`config.mk`:
```
export PLATFORM = sky130hd
export DESIGN_NAME = store_narrow_buffer
export DESIGN_NICKNAME = d
export VERILOG_FILES = /design/src/rtl/mem_pkg.sv /design/src/rtl/store_lane_align.sv /design/src/rtl/store_narrow_buffer.sv
export SDC_FILE = /design/constraint.sdc
export NUM_CORES = 1
export LEC_CHECK = 0
export CAP_MARGIN = 5
export CORE_AREA = 2 2 175 177
export DETAILED_ROUTE_END_ITERATION = 10
export DIE_AREA = 0 0 177 179
export PLACE_DENSITY = 0.73
export SLEW_MARGIN = 25
export SYNTH_ARGS = -nofsm -noshare
export SYNTH_HDL_FRONTEND = slang
export SYNTH_HIERARCHICAL = 1
export SYNTH_SLANG_ARGS = --single-unit
```
`constraint.sdc`:
```
create_clock -name clk -period 3.9 [get_ports clk]
set_input_delay 0.78 -clock clk [delete_from_list [all_inputs] [get_ports clk]]
set_output_delay 0.78 -clock clk [all_outputs]
set_load 0.02 [all_outputs]
```
`src/rtl/mem_pkg.sv`:
```
// Shared store-path types: size encodings, the buffered store entry and the legality rule.
// Latency: none (types and a pure function only).
// Backpressure: not applicable.
package mem_pkg;

    // Default byte-address width of the data memory port
    localparam int MEM_ADDR_W = 32;

    // Store access size as carried by the MEM stage
    typedef enum logic [1:0] {
        SZ_BYTE    = 2'b00,
        SZ_HALF    = 2'b01,
        SZ_WORD    = 2'b10,
        SZ_ILLEGAL = 2'b11
    } st_size_e;

    // One buffered store: word address, lane-positioned data, byte enables
    typedef struct packed {
        logic [MEM_ADDR_W-1:2] addr;
        logic [31:0]           data;
        logic [3:0]            be;
    } st_entry_t;

    // A store is legal when its size is defined and its address is naturally aligned
    function automatic logic store_is_legal(input logic [1:0] size, input logic [1:0] addr_lo);
        logic ok;
        case (size)
            SZ_BYTE: ok = 1'b1;
            SZ_HALF: ok = ~addr_lo[0];
            SZ_WORD: ok = (addr_lo == 2'b00);
            default: ok = 1'b0;
        endcase
        return ok;
    endfunction

endpackage

```
`src/rtl/store_lane_align.sv`:
```
// Narrows a register value to byte/half/word lanes and builds byte enables and legality.
// Latency: purely combinational.
// Backpressure: none; the caller decides whether the result is enqueued.
module store_lane_align
    import mem_pkg::*;
(
    input  logic [1:0]  i_size,
    input  logic [1:0]  i_addr_lo,
    input  logic [31:0] i_data,
    output logic [31:0] o_data,
    output logic [3:0]  o_be,
    output logic        o_legal
);

    // Replicate the narrow value into every lane and pick the enabled lanes by address
    always_comb begin
        o_data  = i_data;
        o_be    = 4'b0000;
        o_legal = store_is_legal(i_size, i_addr_lo);
        case (i_size)
            SZ_BYTE: begin
                o_data = {4{i_data[7:0]}};
                o_be   = 4'b0001 << i_addr_lo;
            end
            SZ_HALF: begin
                o_data = {2{i_data[15:0]}};
                o_be   = i_addr_lo[1] ? 4'b1100 : 4'b0011;
            end
            SZ_WORD: begin
                o_be   = 4'b1111;
            end
            default: begin
                o_be   = 4'b0000;
            end
        endcase
    end

endmodule

```
`src/rtl/store_narrow_buffer.sv`:
```
// In-order store write buffer: narrows MEM-stage stores, queues them, drains over req/ack.
// Latency: a store accepted at edge N can drive MemReq from cycle N+1; one drain per cycle sustained.
// Backpressure: StallOut when full without a same-cycle pop, or when a load hits a pending word.
module store_narrow_buffer
    import mem_pkg::*;
#(
    parameter int DEPTH  = 4,
    parameter int ADDR_W = 32
) (
    input  logic              clk,
    input  logic              reset,
    input  logic              StoreValid,
    input  logic [1:0]        StoreSize,
    input  logic [ADDR_W-1:0] StoreAddr,
    input  logic [31:0]       StoreData,
    input  logic              LoadValid,
    input  logic [ADDR_W-1:0] LoadAddr,
    output logic              StallOut,
    output logic              MisalignErr,
    output logic              MemReq,
    output logic [ADDR_W-1:0] MemAddr,
    output logic [31:0]       MemWData,
    output logic [3:0]        MemBE,
    input  logic              MemAck,
    output logic              Empty
);

    localparam int PTR_W = $clog2(DEPTH);
    localparam int CNT_W = $clog2(DEPTH + 1);

    // Same layout as mem_pkg::st_entry_t, sized by this instance's ADDR_W
    typedef struct packed {
        logic [ADDR_W-1:2] addr;
        logic [31:0]       data;
        logic [3:0]        be;
    } entry_t;

    typedef enum logic {
        ST_IDLE = 1'b0,
        ST_REQ  = 1'b1
    } drain_state_e;

    entry_t            r_mem [DEPTH];
    logic [PTR_W-1:0]  r_wr_ptr;
    logic [PTR_W-1:0]  r_rd_ptr;
    logic [CNT_W-1:0]  r_count;
    drain_state_e      r_state;
    logic [ADDR_W-1:2] r_mem_addr;
    logic [31:0]       r_mem_wdata;
    logic [3:0]        r_mem_be;
    logic              r_misalign;

    drain_state_e      w_state_nxt;
    logic [31:0]       w_lane_data;
    logic [3:0]        w_lane_be;
    logic              w_legal;
    entry_t            w_new;
    entry_t            w_head;
    logic              w_full;
    logic              w_pop;
    logic              w_enq;
    logic [CNT_W-1:0]  w_remain;
    logic [CNT_W-1:0]  w_count_nxt;
    logic [PTR_W-1:0]  w_head_idx;
    logic              w_load_head;
    logic [DEPTH-1:0]  w_hit;
    logic              w_load_hit;
    logic              w_unused_load_lo;

    store_lane_align u_align (
        .i_size    (StoreSize),
        .i_addr_lo (StoreAddr[1:0]),
        .i_data    (StoreData),
        .o_data    (w_lane_data),
        .o_be      (w_lane_be),
        .o_legal   (w_legal)
    );

    assign w_new = '{addr: StoreAddr[ADDR_W-1:2], data: w_lane_data, be: w_lane_be};

    // Loads compare at word granularity, so the byte offset is deliberately ignored
    assign w_unused_load_lo = &{1'b0, LoadAddr[1:0]};

    assign MemReq   = (r_state == ST_REQ);
    assign w_pop    = MemReq & MemAck;
    assign w_full   = (r_count == CNT_W'(DEPTH));
    assign w_enq    = StoreValid & w_legal & (~w_full | w_pop);

    // Occupancy after the pop only, then after the push as well
    assign w_remain    = r_count - CNT_W'(w_pop);
    assign w_count_nxt = w_remain + CNT_W'(w_enq);

    // Next head: the slot after the popped one, or the incoming store when nothing else is left
    assign w_head_idx = r_rd_ptr + PTR_W'(w_pop);
    assign w_head     = (w_remain == '0) ? w_new : r_mem[w_head_idx];

    // Flag every live entry whose word address matches the load
    always_comb begin
        w_hit = '0;
        for (int i = 0; i < DEPTH; i++) begin
            w_hit[i] = (CNT_W'(PTR_W'(PTR_W'(i) - r_rd_ptr)) < r_count) &&
                       (r_mem[i].addr == LoadAddr[ADDR_W-1:2]);
        end
    end

    assign w_load_hit = LoadValid & (|w_hit);
    assign StallOut   = (StoreValid & w_full & ~w_pop) | w_load_hit;
    assign Empty      = (r_count == '0) & ~MemReq;

    assign MemAddr     = {r_mem_addr, 2'b00};
    assign MemWData    = r_mem_wdata;
    assign MemBE       = r_mem_be;
    assign MisalignErr = r_misalign;

    // Entry storage; occupancy is tracked by the pointers so no reset is needed here
    always_ff @(posedge clk) begin
        if (w_enq) begin
            r_mem[r_wr_ptr] <= w_new;
        end
    end

    // Pointers and occupancy; both pointers wrap naturally at the power-of-two depth
    always_ff @(posedge clk) begin
        if (reset) begin
            r_wr_ptr <= '0;
            r_rd_ptr <= '0;
            r_count  <= '0;
        end else begin
            if (w_enq) r_wr_ptr <= r_wr_ptr + PTR_W'(1);
            if (w_pop) r_rd_ptr <= r_rd_ptr + PTR_W'(1);
            r_count <= w_count_nxt;
        end
    end

    // Drain FSM state register
    always_ff @(posedge clk) begin
        if (reset) begin
            r_state <= ST_IDLE;
        end else begin
            r_state <= w_state_nxt;
        end
    end

    // Drain FSM next state: request while anything is queued after this cycle's pop/push
    always_comb begin
        w_state_nxt = r_state;
        case (r_state)
            ST_IDLE: if (w_count_nxt != '0)          w_state_nxt = ST_REQ;
            ST_REQ:  if (w_pop && w_count_nxt == '0) w_state_nxt = ST_IDLE;
            default:                                 w_state_nxt = ST_IDLE;
        endcase
    end

    // Drain FSM outputs: reload the request registers on start-up or after an accepted head
    always_comb begin
        w_load_head = 1'b0;
        case (r_state)
            ST_IDLE: w_load_head = (w_count_nxt != '0);
            ST_REQ:  w_load_head = w_pop && (w_count_nxt != '0);
            default: w_load_head = 1'b0;
        endcase
    end

    // Request payload stays stable until acknowledged; misalignment is reported one cycle later
    always_ff @(posedge clk) begin
        if (reset) begin
            r_mem_addr  <= '0;
            r_mem_wdata <= '0;
            r_mem_be    <= '0;
            r_misalign  <= 1'b0;
        end else begin
            if (w_load_head) begin
                r_mem_addr  <= w_head.addr;
                r_mem_wdata <= w_head.data;
                r_mem_be    <= w_head.be;
            end
            r_misalign <= StoreValid & ~w_legal;
        end
    end

endmodule

```
* Yosys cells after proc, flatten, opt, wreduce, memory -nomap -nowiden
Memories as Yosys holds them, arrays and structs flattened.
Index checks and enable logic that the tools add are counted.
W data, S select, Z words.
** Storage, ports and cells
- Logic and storage cells :: 69
- Memories kept :: 1
- Flip-flop bits (word level) :: 75
- Output and inout bits :: 72
- Bits in writable memories :: 264
- Bits of input ports :: 103
** Operators by class
- Bitwise operators :: 15
- Multiplexer cells :: 11
- Order comparisons :: 4
- $add $sub $neg :: 9
- Shift operators :: 1
- Reductions and logical operators :: 13
- Equal/unequal tests :: 7
** Memory list
- r_mem :: depth 4, width 66, read ports 5, clocked after Yosys merged registers in 0, write ports 1, RTL line store_narrow_buffer.sv:43 : entry_t r_mem [DEPTH];
** Operators with widths (number)
- $eq A30 B30 Y1 :: 4
- $mux W66 :: 1
- $pmux W32 S2 :: 1
- $lt A2 B3 Y1 :: 4
- $pmux W4 S3 :: 1
- $logic_not A3 Y1 :: 3
- $and A1 B1 Y1 :: 8
- $logic_and A1 B1 Y1 :: 6
- $not A1 Y1 :: 5
- $add A2 B1 Y2 const B :: 2
- $logic_not A2 Y1 :: 2
- $mux W1 :: 4
- $mux W4 :: 1
- $pmux W1 S2 :: 2
- $reduce_or A4 Y1 :: 1
- $shl A1 B2 Y4 const A :: 1
- $sub A1 B2 Y2 const A :: 2
- $sub A2 B2 Y2 const A :: 2
- $add A3 B1 Y3 :: 1
- $eq A3 B3 Y1 const B :: 1
- $pmux W1 S3 :: 1
- $reduce_bool A3 Y1 :: 1
- $sub A3 B1 Y3 :: 1
- $add A2 B1 Y2 :: 1
- 3 further kinds :: 4

* Depth between registers and ports, before layout
- Depth in word-level cells :: 9
- Gate-level depth with buffers :: 16
- Depth with buffers taken out :: 11

* Cells and area by module
The synthesis kept the hierarchy.
** Modules (own cells, without submodules)
- store_narrow_buffer :: cells an instance 954, area each 14495.2 µm², instances 1, seq. area each 9429.0 µm²
- store_lane_align :: cells an instance 67, area each 575.6 µm², instances 1, seq. area each 0.0 µm²

* Worst setup path before layout
No wires, ideal clock.
- Kind :: input -> register
- Start :: input port StoreSize[0]
- End :: memory r_mem[1][0] in the netlist's numbering, enable pin
- Cell stages on the path :: 6
- Setup slack :: 49 ps
- Required time :: 3469 ps
- Data arrival time :: 3420 ps
- Path buffers :: 2
- Library setup time :: 431 ps
- Path through :: buf_6 buf_12 o31ai_1 nand2_1 a31oi_1 and2_1
** Between the ends
- Word-level cells in the longest chain between the ends :: 6
- Elaborated cells between the ends (all ways) :: 8
- Classes of those cells :: eq/ne: 2; mux: 3; bitwise: 2; reduce/logical: 1
** Ends and longest elaborated chain
- start, declared :: RTL line store_narrow_buffer.sv:13 : input logic [1:0] StoreSize,
- $eq A2 B2 Y1, or another cell as far along :: RTL line mem_pkg.sv:27 : case (size)
- $pmux W1 S3 (*) :: RTL line mem_pkg.sv:27
- via w_legal :: RTL line store_narrow_buffer.sv:56 : logic w_legal;
- $and A1 B1 Y1 (*) (2 in a row) :: RTL line store_narrow_buffer.sv:87 : assign w_enq = StoreValid & w_legal & (~w_full | w_pop);
- via w_enq :: RTL line store_narrow_buffer.sv:61 : logic w_enq;
- $mux W1 (*) :: RTL line store_narrow_buffer.sv:117 : if (w_enq) begin
- $mux W1 (not written as such) (*) :: RTL line store_narrow_buffer.sv:118 : r_mem[r_wr_ptr] <= w_new;
- end, declared :: RTL line store_narrow_buffer.sv:43
Mark *: on every way through the listed nets, which the timed path passes. The rest lies on a longest branch.

* Worst setup path in the final report
- Start :: input port LoadAddr[9]
- End :: output port StallOut
** Between the ends
- Word-level cells in the longest chain between the ends :: 5
- Elaborated cells between the ends (all ways) :: 11
- Classes of those cells :: eq/ne: 4; bitwise: 2; reduce/logical: 5
** Ends and longest elaborated chain
- start, declared :: RTL line store_narrow_buffer.sv:17 : input logic [ADDR_W-1:0] LoadAddr,
- $eq A30 B30 Y1 :: RTL line store_narrow_buffer.sv:102 : (r_mem[i].addr == LoadAddr[ADDR_W-1:2]);
- $logic_and A1 B1 Y1 :: RTL line store_narrow_buffer.sv:101 : w_hit[i] = (CNT_W'(PTR_W'(PTR_W'(i) - r_rd_ptr)) < r_count) &&
- $reduce_or A4 Y1 (*) :: RTL line store_narrow_buffer.sv:106 : assign w_load_hit = LoadValid & (|w_hit);
- $and A1 B1 Y1 (*) :: RTL line store_narrow_buffer.sv:106
- $or A1 B1 Y1 (*) :: RTL line store_narrow_buffer.sv:107 : assign StallOut = (StoreValid & w_full & ~w_pop) | w_load_hit;
- end, declared :: RTL line store_narrow_buffer.sv:18 : output logic StallOut,
Mark *: on every way between the ends. The rest lies on a longest branch, timed or not.

==> impl_metrics.py <==
metrics = {
    "outcome": {
        "status": "finished clean",
    },
    "critical_path": {
        "cp_max_fo": 4,
        "crit_path_start_kind": "primary input",
        "path_class": "primary input to output pin",
        "crit_arrival_ns": 2.97,
        "cp.depth": 9,
        "worst-r2r-cell-count": 12,
        "cp_common_cell": "nand4_1",
        "regToRegSetupSlack_ns": 1.15,
        "reg2reg_to": "MemWData[29]",
        "critPathTopFamily": "buffers and inverters",
        "cp_data_required_time_ns": 3.12,
        "r2r_start": "MemReq",
        "end_kind": "output pin",
        "path_cells": "clkdlybuf4s50_1 -> xor2_1 -> nor4_1 -> buf_4 -> nand4_1 -> a211oi_1 -> nand4_1 -> nand4_1 -> clkbuf_2",
        "cp_num_buf_inv": 3,
        "slowest_delay_ns": 0.51,
        "worst_path_max_delay_cell": "clkdlybuf4s50_1",
    },
    "synth": {
        "synth_edf_count": 264,
        "ys.flop_type": "edfxtp_1",
        "synth.avg_cell_area_um2": 14.8,
        "yosysWarnings": 6,
        "synth_cells": 1021,
        "yosysTopAreaCellShare": 0.526,
        "ys_types": 43,
        "synth.top_cells.by_area": "edfxtp_1 53%, dfxtp_1 10%, mux4_2 9.9%, xor2_1 6.6%, nand2_1 3.6%",
        "synth_area_mm2": 0.0151,
        "synth_area_leader_cell": "edfxtp_1",
        "async_reset_ff_frac": 0,
        "yosys-top-cells-count": "264 x edfxtp_1, 143 x nand2_1, 113 x xor2_1",
        "yosysSeqAreaShare": 0.626,
        "yosysMostFrequentCell": "edfxtp_1",
        "synth-seq-cells": 339,
    },
    "timing": {
        "max-slew-margin-rel": 0.434,
        "max_freq_mhz": 267,
        "finalCritPeriodShare": 0.961,
        "hold_violations": 0,
        "period_minus_slack_ns": 3.75,
        "clock_skew_ns": 0.0192,
        "worst_pin_slew_ns": 0.840,
        "setup_viol": 0,
        "slew_viol_final": 0,
        "rsz0062_at_grt": "false",
        "whs_ns": 0.497,
    },
    "clock_tree": {
        "clockRootBuffer": "clkbuf_16",
        "clock_path_buffers": 3,
        "clock-sinks": 339,
        "cts.reportedPaths.clkPinSlew_ns": 0.06,
        "hold_buffers": 0,
        "post_cts_buffers": 0,
        "cts_buffers": 37,
        "htreeDepth": 2,
        "cts_tree": "yes",
        "clkLatencyLatePin_ns": 0.52,
    },
    "min_path": {
        "holdPathStages": 2,
        "holdPathEnd": "MemWData[17]",
        "min_from": "MemWData[17]",
        "hold_class": "register to register",
    },
    "cells_and_area": {
        "drive_gt1_frac": 0.191,
        "nNetsFinal": 1348,
        "final_area_mm2": 0.0189,
        "fillers": 2219,
        "post-route-util": 0.629,
        "area_delta_synth_final_pct": 25.3,
    },
    "placed_design": {
        "dp_hpwl_um": 25000,
        "routabilityCongestion": 0.907,
        "post_dp_cell_area_mm2": 0.0176,
        "portBuffers": 170,
    },
    "routing": {
        "drt_iter0_drc": 866,
        "detail-route-antenna-nets": 0,
        "drt_first_pass_iters": 5,
        "wl_per_cell_um": 22.8,
        "drcViolationCount": 0,
        "vias_per_cell": 5.71,
        "num_vias": 9470,
        "wl_um": 37900,
    },
    "power_and_ir_drop": {
        "powerDensity_mw_per_mm2": 731,
        "ir_drop_v": 0.000508,
        "power_uw": 13800,
        "p_leak_uw": 0.00657,
    },
    "floorplan": {
        "row_count": 64,
        "die_h_um": 179,
        "die_area_mm2": 0.0317,
        "dieWidth_um": 177,
        "core-area_mm2": 0.0300,
        "initial_utilization": 0.502,
        "boundaryPins": 175,
    },
    "run": {
        "drv_cap": 0,
    },
    "global_route": {
        "globalRouteOverflowTotal": 0,
        "grt_pass1_wl_um": 56200,
        "antenna_found_initial": 1,
        "grt_pass1_vias": 9428,
        "track_usage": 0.239,
        "grt_start_max_net_pins": 76,
    },
}
==> where the power goes <==
part / leakage [uW] / internal [uW] / switching [uW]
Sequential: 0.00302 / 4350 / 239
Clock: 0.000629 / 2320 / 1390
Combinational: 0.00292 / 2320 / 3190
Total: 0.00657 / 8990 / 4810
==> worst min-delay path: stages, from the launching register on <==
cell	delay [ns]
dfxtp_1	0.31
nor2_1	0.09
a311oi_1	0.05
==> through the flow <==
step / setup slack (ns) / instances / setup TNS [ns]
2_1_floorplan: 0.0486 / 1022 / 0
3_3_place_gp: -0.281 / 1589 / -0.281
3_5_place_dp: -0.316 / 1589 / -0.316
4_1_cts: 0.0308 / 1657 / 0
5_1_grt: 0.0809 / 1658 / 0
6_report: 0.153 / 1658 / 0
==> metal layers <==
layer  up-vias  part of all wire  global-route usage
met5         -                 0                   0
met4         0             0.021              0.0665
met3        54             0.069              0.0354
met2       383              0.49               0.399
met1      4745              0.42               0.328
li1       4288                 -                   -
==> cell usage in the layout (no fill, tap or decap), types with 20 or more instances in the layout <==
master and count:
a311oi_1 46, a311oi_2 20, buf_4 55, clkbuf_16 39, clkdlybuf4s50_1 168, dfxtp_1 75, edfxtp_1 264, mux4_2 66
nand2_1 143, nor2_1 72, nor4_1 23, xor2_1 112
==> how the worst max path moves through the flow <==
| stage | startpoint | end | slack (ns) |
|---|---|---|---|
| 2_1_floorplan | StoreSize[0] | r_mem[1][0] | 0.05 |
| 3_3_place_gp | LoadAddr[18] | StallOut | -0.28 |
| 3_5_place_dp | LoadAddr[6] | StallOut | -0.32 |
| 4_1_cts | LoadAddr[9] | StallOut | 0.03 |
| 5_1_grt | LoadAddr[10] | StallOut | 0.08 |
| 6_report | LoadAddr[9] | StallOut | 0.15 |
==> final cells by class <==
type / instances / area [um2] / area share
Sequential cell: 339 / 9430 / 0.499
Tap cell: 396 / 495 / 0.0262
Timing Repair Buffer: 239 / 2390 / 0.127
Antenna cell: 1 / 2.50 / 0.000133
Inverter: 13 / 48.8 / 0.00258
Clock buffer: 57 / 1080 / 0.0574
Multi-Input combinational cell: 602 / 5210 / 0.276
Clock inverter: 11 / 215 / 0.0114
==> repair_timing <==
action | in CTS | in global routing
resized for setup | 2 | 3
cloned | 0 | 0
endpoints found under the setup margin | 1 | 1
==> cells by family after synthesis <==
group	after synthesis	synth area share
compound gates	96	0.0580
xor+xnor	127	0.0756
fa+ha+maj	13	0.0108
buf+inv	81	0.0326
flops	339	0.626
mux	92	0.119
other cells	1	0.000249
simple gates	272	0.0781
==> sequential cells by signal, indices dropped and copies added, names as in the netlist <==
name / count
r_mem_addr: 30
r_mem: 264
r_count: 3
r_wr_ptr: 2
MemBE: 4
MisalignErr: 1
r_rd_ptr: 2
MemWData: 32
MemReq: 1
No activity file was read; power rests on OpenSTA's default activity.
